**config.mk**
```make
export PLATFORM = sky130hd
export DESIGN_NAME = dmem_port_arbiter
export DESIGN_NICKNAME = d
export VERILOG_FILES = /design/src/rtl/dmem_port_arbiter.sv
export SDC_FILE = /design/constraint.sdc
export NUM_CORES = 1
export LEC_CHECK = 0
export BUFFER_PORTS_ARGS = -buffer_cell sky130_fd_sc_hd__buf_2
export CAP_MARGIN = 0
export CORE_AREA = 5 5 290 292
export DETAILED_ROUTE_END_ITERATION = 7
export DIE_AREA = 0 0 295 297
export PLACE_DENSITY = 0.4
export SETUP_SLACK_MARGIN = 0.05
export SLEW_MARGIN = 20
export SYNTH_ARGS = -nofsm -noshare
export SYNTH_HDL_FRONTEND = slang
export SYNTH_SLANG_ARGS = --single-unit
```
**constraint.sdc**
```tcl
create_clock -name clk -period 8.24 [get_ports clk]
set_clock_uncertainty 0.1 [all_clocks]
set_input_delay 2.472 -clock clk [delete_from_list [all_inputs] [get_ports clk]]
set_output_delay 2.472 -clock clk [all_outputs]
set_load 0.03 [all_outputs]
```
**src/rtl/dmem_port_arbiter.sv**
```systemverilog
`timescale 1ns/1ps
// -----------------------------------------------------------------------------
// dmem_port_arbiter
//
// Shares one 32-bit synchronous data-memory port between the scalar and the
// vector MEM stages. A scalar request is a single word access. A vector
// request is VLEN bits wide and is carried out as BEATS consecutive word
// accesses. When both sides are waiting, round-robin arbitration picks the
// side that was not granted last.
//
// Ports
//   clk, rst            clock, synchronous active-high reset
//   s_req/s_we/s_addr/s_wdata   scalar request (held until s_done)
//   s_rdata/s_done/s_stall      scalar load result, completion pulse, freeze
//   v_req/v_we/v_addr/v_wdata   vector request (held until v_done)
//   v_rdata/v_done/v_stall      vector load result, completion pulse, freeze
//   mem_addr/mem_we/mem_wdata   registered memory command (word aligned)
//   mem_rdata                   memory read data, valid one cycle after address
//
// Timing from the IDLE grant cycle 0: scalar done in cycle 3, vector done in
// cycle BEATS+2. The memory command is registered, so it is computed from the
// next state and the live request inputs one cycle before it is presented.
// -----------------------------------------------------------------------------
module dmem_port_arbiter #(
  parameter int DATA_W = 32,
  parameter int VLEN   = 256
) (
  input  logic              clk,
  input  logic              rst,
  input  logic              s_req,
  input  logic              s_we,
  input  logic [31:0]       s_addr,
  input  logic [DATA_W-1:0] s_wdata,
  output logic [DATA_W-1:0] s_rdata,
  output logic              s_done,
  output logic              s_stall,
  input  logic              v_req,
  input  logic              v_we,
  input  logic [31:0]       v_addr,
  input  logic [VLEN-1:0]   v_wdata,
  output logic [VLEN-1:0]   v_rdata,
  output logic              v_done,
  output logic              v_stall,
  output logic [31:0]       mem_addr,
  output logic              mem_we,
  output logic [DATA_W-1:0] mem_wdata,
  input  logic [DATA_W-1:0] mem_rdata
);

  localparam int BEATS = VLEN / DATA_W;
  localparam int BW    = (BEATS > 1) ? $clog2(BEATS) : 1;
  localparam logic [BW-1:0] LAST_BEAT = BW'(BEATS - 1);

  typedef enum logic [2:0] {
    IDLE,
    S_ISSUE,
    S_RESP,
    V_ISSUE,
    V_RESP
  } state_t;

  typedef enum logic {
    GNT_SCALAR,
    GNT_VEC
  } grant_t;

  state_t            state_q, state_d;
  grant_t            last_grant_q, last_grant_d;
  logic [BW-1:0]     beat_q, beat_d;
  logic              s_done_q, s_done_d;
  logic              v_done_q, v_done_d;
  logic [DATA_W-1:0] s_rdata_q, s_rdata_d;
  logic [VLEN-1:0]   v_rdata_q, v_rdata_d;
  logic [31:0]       mem_addr_q, mem_addr_d;
  logic              mem_we_q, mem_we_d;
  logic [DATA_W-1:0] mem_wdata_q, mem_wdata_d;

  logic              s_elig, v_elig;
  logic              grant_s, grant_v;
  logic [BW-1:0]     prev_beat;
  logic [31:0]       s_word_addr, v_word_addr;
  logic              unused_addr_bits;

  // Byte-offset bits are dropped: the port only does whole-word accesses.
  assign s_word_addr      = {s_addr[31:2], 2'b00};
  assign v_word_addr      = {v_addr[31:2], 2'b00};
  assign unused_addr_bits = ^{s_addr[1:0], v_addr[1:0]};

  always_comb begin
    state_d      = state_q;
    last_grant_d = last_grant_q;
    beat_d       = beat_q;
    s_done_d     = 1'b0;
    v_done_d     = 1'b0;
    s_rdata_d    = s_rdata_q;
    v_rdata_d    = v_rdata_q;
    prev_beat    = beat_q - BW'(1);
    // A side whose done is pulsing is still holding req for this one cycle;
    // it must not be granted again.
    s_elig       = s_req & ~s_done_q;
    v_elig       = v_req & ~v_done_q;
    grant_s      = 1'b0;
    grant_v      = 1'b0;

    case (state_q)
      IDLE: begin
        if (s_elig && (!v_elig || last_grant_q == GNT_VEC)) begin
          grant_s = 1'b1;
        end else if (v_elig) begin
          grant_v = 1'b1;
        end
        if (grant_s) begin
          state_d      = S_ISSUE;
          last_grant_d = GNT_SCALAR;
        end else if (grant_v) begin
          state_d      = V_ISSUE;
          last_grant_d = GNT_VEC;
          beat_d       = '0;
        end
      end
      S_ISSUE: begin
        state_d = S_RESP;
      end
      S_RESP: begin
        if (!s_we) begin
          s_rdata_d = mem_rdata;
        end
        s_done_d = 1'b1;
        state_d  = IDLE;
      end
      V_ISSUE: begin
        // Read data returns one cycle late, so each beat retires the
        // previous beat's lane.
        if (!v_we && beat_q != '0) begin
          v_rdata_d[prev_beat*DATA_W +: DATA_W] = mem_rdata;
        end
        if (beat_q == LAST_BEAT) begin
          state_d = V_RESP;
          beat_d  = '0;
        end else begin
          beat_d = beat_q + BW'(1);
        end
      end
      V_RESP: begin
        if (!v_we) begin
          v_rdata_d[LAST_BEAT*DATA_W +: DATA_W] = mem_rdata;
        end
        v_done_d = 1'b1;
        state_d  = IDLE;
      end
      default: begin
        state_d = IDLE;
      end
    endcase

    // Memory command for the cycle we are about to enter.
    mem_addr_d  = '0;
    mem_we_d    = 1'b0;
    mem_wdata_d = '0;
    if (state_d == S_ISSUE) begin
      mem_addr_d  = s_word_addr;
      mem_we_d    = s_we;
      mem_wdata_d = s_wdata;
    end else if (state_d == V_ISSUE) begin
      mem_addr_d  = v_word_addr + (32'(beat_d) << 2);
      mem_we_d    = v_we;
      mem_wdata_d = v_wdata[beat_d*DATA_W +: DATA_W];
    end
  end

  always_ff @(posedge clk) begin
    if (rst) begin
      state_q      <= IDLE;
      last_grant_q <= GNT_VEC;
      beat_q       <= '0;
      s_done_q     <= 1'b0;
      v_done_q     <= 1'b0;
      s_rdata_q    <= '0;
      v_rdata_q    <= '0;
      mem_addr_q   <= '0;
      mem_we_q     <= 1'b0;
      mem_wdata_q  <= '0;
    end else begin
      state_q      <= state_d;
      last_grant_q <= last_grant_d;
      beat_q       <= beat_d;
      s_done_q     <= s_done_d;
      v_done_q     <= v_done_d;
      s_rdata_q    <= s_rdata_d;
      v_rdata_q    <= v_rdata_d;
      mem_addr_q   <= mem_addr_d;
      mem_we_q     <= mem_we_d;
      mem_wdata_q  <= mem_wdata_d;
    end
  end

  assign s_rdata   = s_rdata_q;
  assign s_done    = s_done_q;
  assign v_rdata   = v_rdata_q;
  assign v_done    = v_done_q;
  assign mem_addr  = mem_addr_q;
  assign mem_we    = mem_we_q;
  assign mem_wdata = mem_wdata_q;

  // Stalls are combinational so the pipeline is released in the done cycle.
  assign s_stall = s_req & ~s_done_q & ~rst;
  assign v_stall = v_req & ~v_done_q & ~rst;

endmodule

```
==> run summary <==
run status -> complete, no violations
R2R cell count -> 12
Die W -> 295 microns
Root Driver -> clkbuf_16
PortBufs -> 740
met3 wire len -> 8580 microns
Cell Area, Synth -> 0.0159 sq mm
Synth Flop Type -> dfxtp_1
drt pass-1 iters -> 6
crit path DAT -> 3.29 ns
CP delay by family, top -> buffers and inverters
Core Rows -> 105
Period minus WS final -> 5.86 ns
routed wire length -> 92000 microns
Synth area leader -> dfxtp_1
Max-cap violations -> 0
flops & latches, synth -> 360
Largest stage delay, worst path -> 0.44 ns
Slew Limit Fails -> 0
vias per cell -> 4.56
final core utilization -> 0.270
CP startpoint -> rst
top cells by count, synth -> nand2_1, dfxtp_1, a21oi_1, nand3_1, mux2i_1
Fill cells -> 8930
VDD IR max -> 155 uV
CTS tree -> done
pin count of the biggest net entering global routing -> 97
Setup TNS -> 0 ns
leakage power -> 0.0104 uW
DR WL/cell -> 25.3 microns
PostCTS Resize Cnt -> 0
CP Depth -> 3
Die Y -> 297 microns
Starting Density -> 0.195
most numerous cell in the Yosys netlist -> nand2_1
Total Nets Final -> 2907
Area contributors post-synth -> dfxtp_1, mux2i_1, nand2_1, a21oi_1, nand3_1
boundary pin count -> 747
min-delay worst type -> reg -> reg
pwr dens -> 201 mW/mm^2
# setup viols final -> 0
Layout area overhead -> 38.1%
post-synth cell types -> 53
Layout Cells excl Fill -> 3631
post-layout total power -> 4420 uW
fin crit share -> 0.711
met1 WL -> 31600 microns
first-pass GRT wire length -> 126000 microns
synthesized instance count -> 1889
Placer Congestion -> 0.929
vias post-DR -> 16574
setup slack, reg-to-reg -> 4.08 ns
share of layout cells above drive strength 1 -> 0.339
GR Util All Layers -> 0.198
CP Launch Type -> primary input
worst r2r dst -> mem_addr[23]$_SDFF_PP0_
Slew @ Worst Pin -> 1.08 ns
Critical Path Sink -> v_stall
CP endpoint kind -> output pin
Iter 0 DRT Violations -> 994
hold_buf cts -> 0
DRC -> 0
Yosys warning count -> 0
sequential element share of the synthesized area -> 0.453
Detailed Place HPWL -> 70000 microns
Synth Area per Inst -> 8.41 sq um
CTS buffer count -> 47
met2 wire length -> 48400 microns
max layer used -> met5
Highest Clock Rate -> 171 MHz
maximum net fanout on the critical path -> 93
clock-pin slew of the registers on the worst-case setup and hold paths -> 0.05 ns
Post-CTS Setup Inserts -> 0
Clock Latency Late Sink -> 0.57 ns
htree depth -> 2
dpl cells -> 3526
placed inst area -> 0.0203 sq mm
EDFF count, synth -> 0
TritonCTS Sinks -> 360
worst rel slew slack -> 0.280
worst reg2reg startpoint -> beat_q[0]$_SDFF_PP0_
RSZ-0062 raised after global routing -> no
finished layout cell area -> 0.0219 sq mm
die area -> 0.0876 sq mm
GRT overflow -> 0
final hold vios -> 0
post-route ant nets -> 0
clock buffer depth -> 3
CP cell instances -> buf_8 -> nor2_1 -> buf_2
Core Area -> 0.0813 sq mm
critical path's slowest cell -> buf_8
WP buf/inv -> 2
Crit Path Class -> in -> out
Worst EP required -> 5.67 ns
share of the synthesized area in the top cell type -> 0.453
vias in the first global route -> 16600
initial antenna violation count -> 78
Post-synth ARST share -> 0
how the worst min path moves through the flow:
stage | start | to | cells past startpoint
floorplan | last_grant_q$_SDFFE_PP1P_ | last_grant_q$_SDFFE_PP1P_ | 1
global placement | v_rdata[146]$_SDFFE_PP0P_ | v_rdata[146]$_SDFFE_PP0P_ | 2
detailed placement | v_rdata[111]$_SDFFE_PP0P_ | v_rdata[111]$_SDFFE_PP0P_ | 2
CTS | v_rdata[111]$_SDFFE_PP0P_ | v_rdata[111]$_SDFFE_PP0P_ | 2
global route | v_rdata[99]$_SDFFE_PP0P_ | v_rdata[99]$_SDFFE_PP0P_ | 2
finish | v_rdata[111]$_SDFFE_PP0P_ | v_rdata[111]$_SDFFE_PP0P_ | 2
stage by stage:
stage          setup WS (ns)  hold WS [ns]
2_1_floorplan           2.38         0.380
4_1_cts                 2.35         0.347
3_5_place_dp            2.31         0.340
6_report                2.38         0.345
3_3_place_gp            2.31         0.337
5_1_grt                 2.31         0.361
tightest hold or removal path: stages, from the launching register on:
cell and delay (ns):
dfxtp_1 0.30, nand2_1 0.05, a21oi_1 0.05
power breakdown:
part           internal, uW  leakage [uW]  switching (uW)
Clock                  1290      0.000763             824
Sequential             1780       0.00291            16.7
Combinational           172       0.00670             336
registers in the layout, summed over array words and instances (netlist names):
signal,flops
v_rdata,256
mem_addr,30
v_done,1
state_q,3
mem_we,1
mem_wdata,32
s_done,1
beat_q,3
s_rdata,32
last_grant_q,1
cell usage in the layout (no fill, tap or decap), types with 3 or more instances in the layout:
master / instances
nand3_2: 4
nor2_4: 3
and3_2: 5
a22oi_1: 41
and3_1: 9
inv_1: 10
nand3_1: 203
a211oi_1: 3
clkinv_2: 3
nor2b_1: 5
xnor2_1: 18
nand4_1: 6
nor2_1: 61
clkbuf_1: 13
a221o_1: 31
mux2i_1: 188
o21ai_0: 20
nand2b_1: 5
buf_2: 739
a21boi_0: 3
a21o_1: 3
dfxtp_1: 360
a21oi_1: 259
nor3_1: 4
bufinv_16: 5
diode_2: 23
buf_4: 18
ha_1: 11
and2_1: 33
xor2_1: 11
clkbuf_8: 10
nand2_1: 359
and4_1: 5
clkbuf_16: 47
per-layer routing:
metal  vias up  GRT usage
met4        34     0.0703
li1       7769          -
met1      7865      0.204
met3       199     0.0733
met2       707      0.366
met5         -          0
cell type report:
cell class	instances	area, sq um	share of cell area
Sequential cell	360	7210	0.328
Multi-Input combinational cell	1327	7880	0.359
Antenna cell	23	57.6	0.00262
Clock buffer	70	1360	0.0621
Tap cell	1070	1340	0.0610
Clock inverter	12	213	0.00969
Inverter	11	41.3	0.00188
Timing Repair Buffer	758	3850	0.175
cells by family (layout without fill, tap and decap cells):
| logic type | after synthesis | after routing | share of synthesized area |
|---|---|---|---|
| xor+xnor | 29 | 29 | 0.0160 |
| flops | 360 | 360 | 0.453 |
| other cells | 1 | 25 | 0.000236 |
| fa+ha+maj | 12 | 12 | 0.00992 |
| mux | 189 | 189 | 0.119 |
| simple gates | 721 | 721 | 0.204 |
| buf+inv | 203 | 851 | 0.0573 |
| compound gates | 374 | 374 | 0.140 |
No activity file was read; power rests on OpenSTA's default activity.
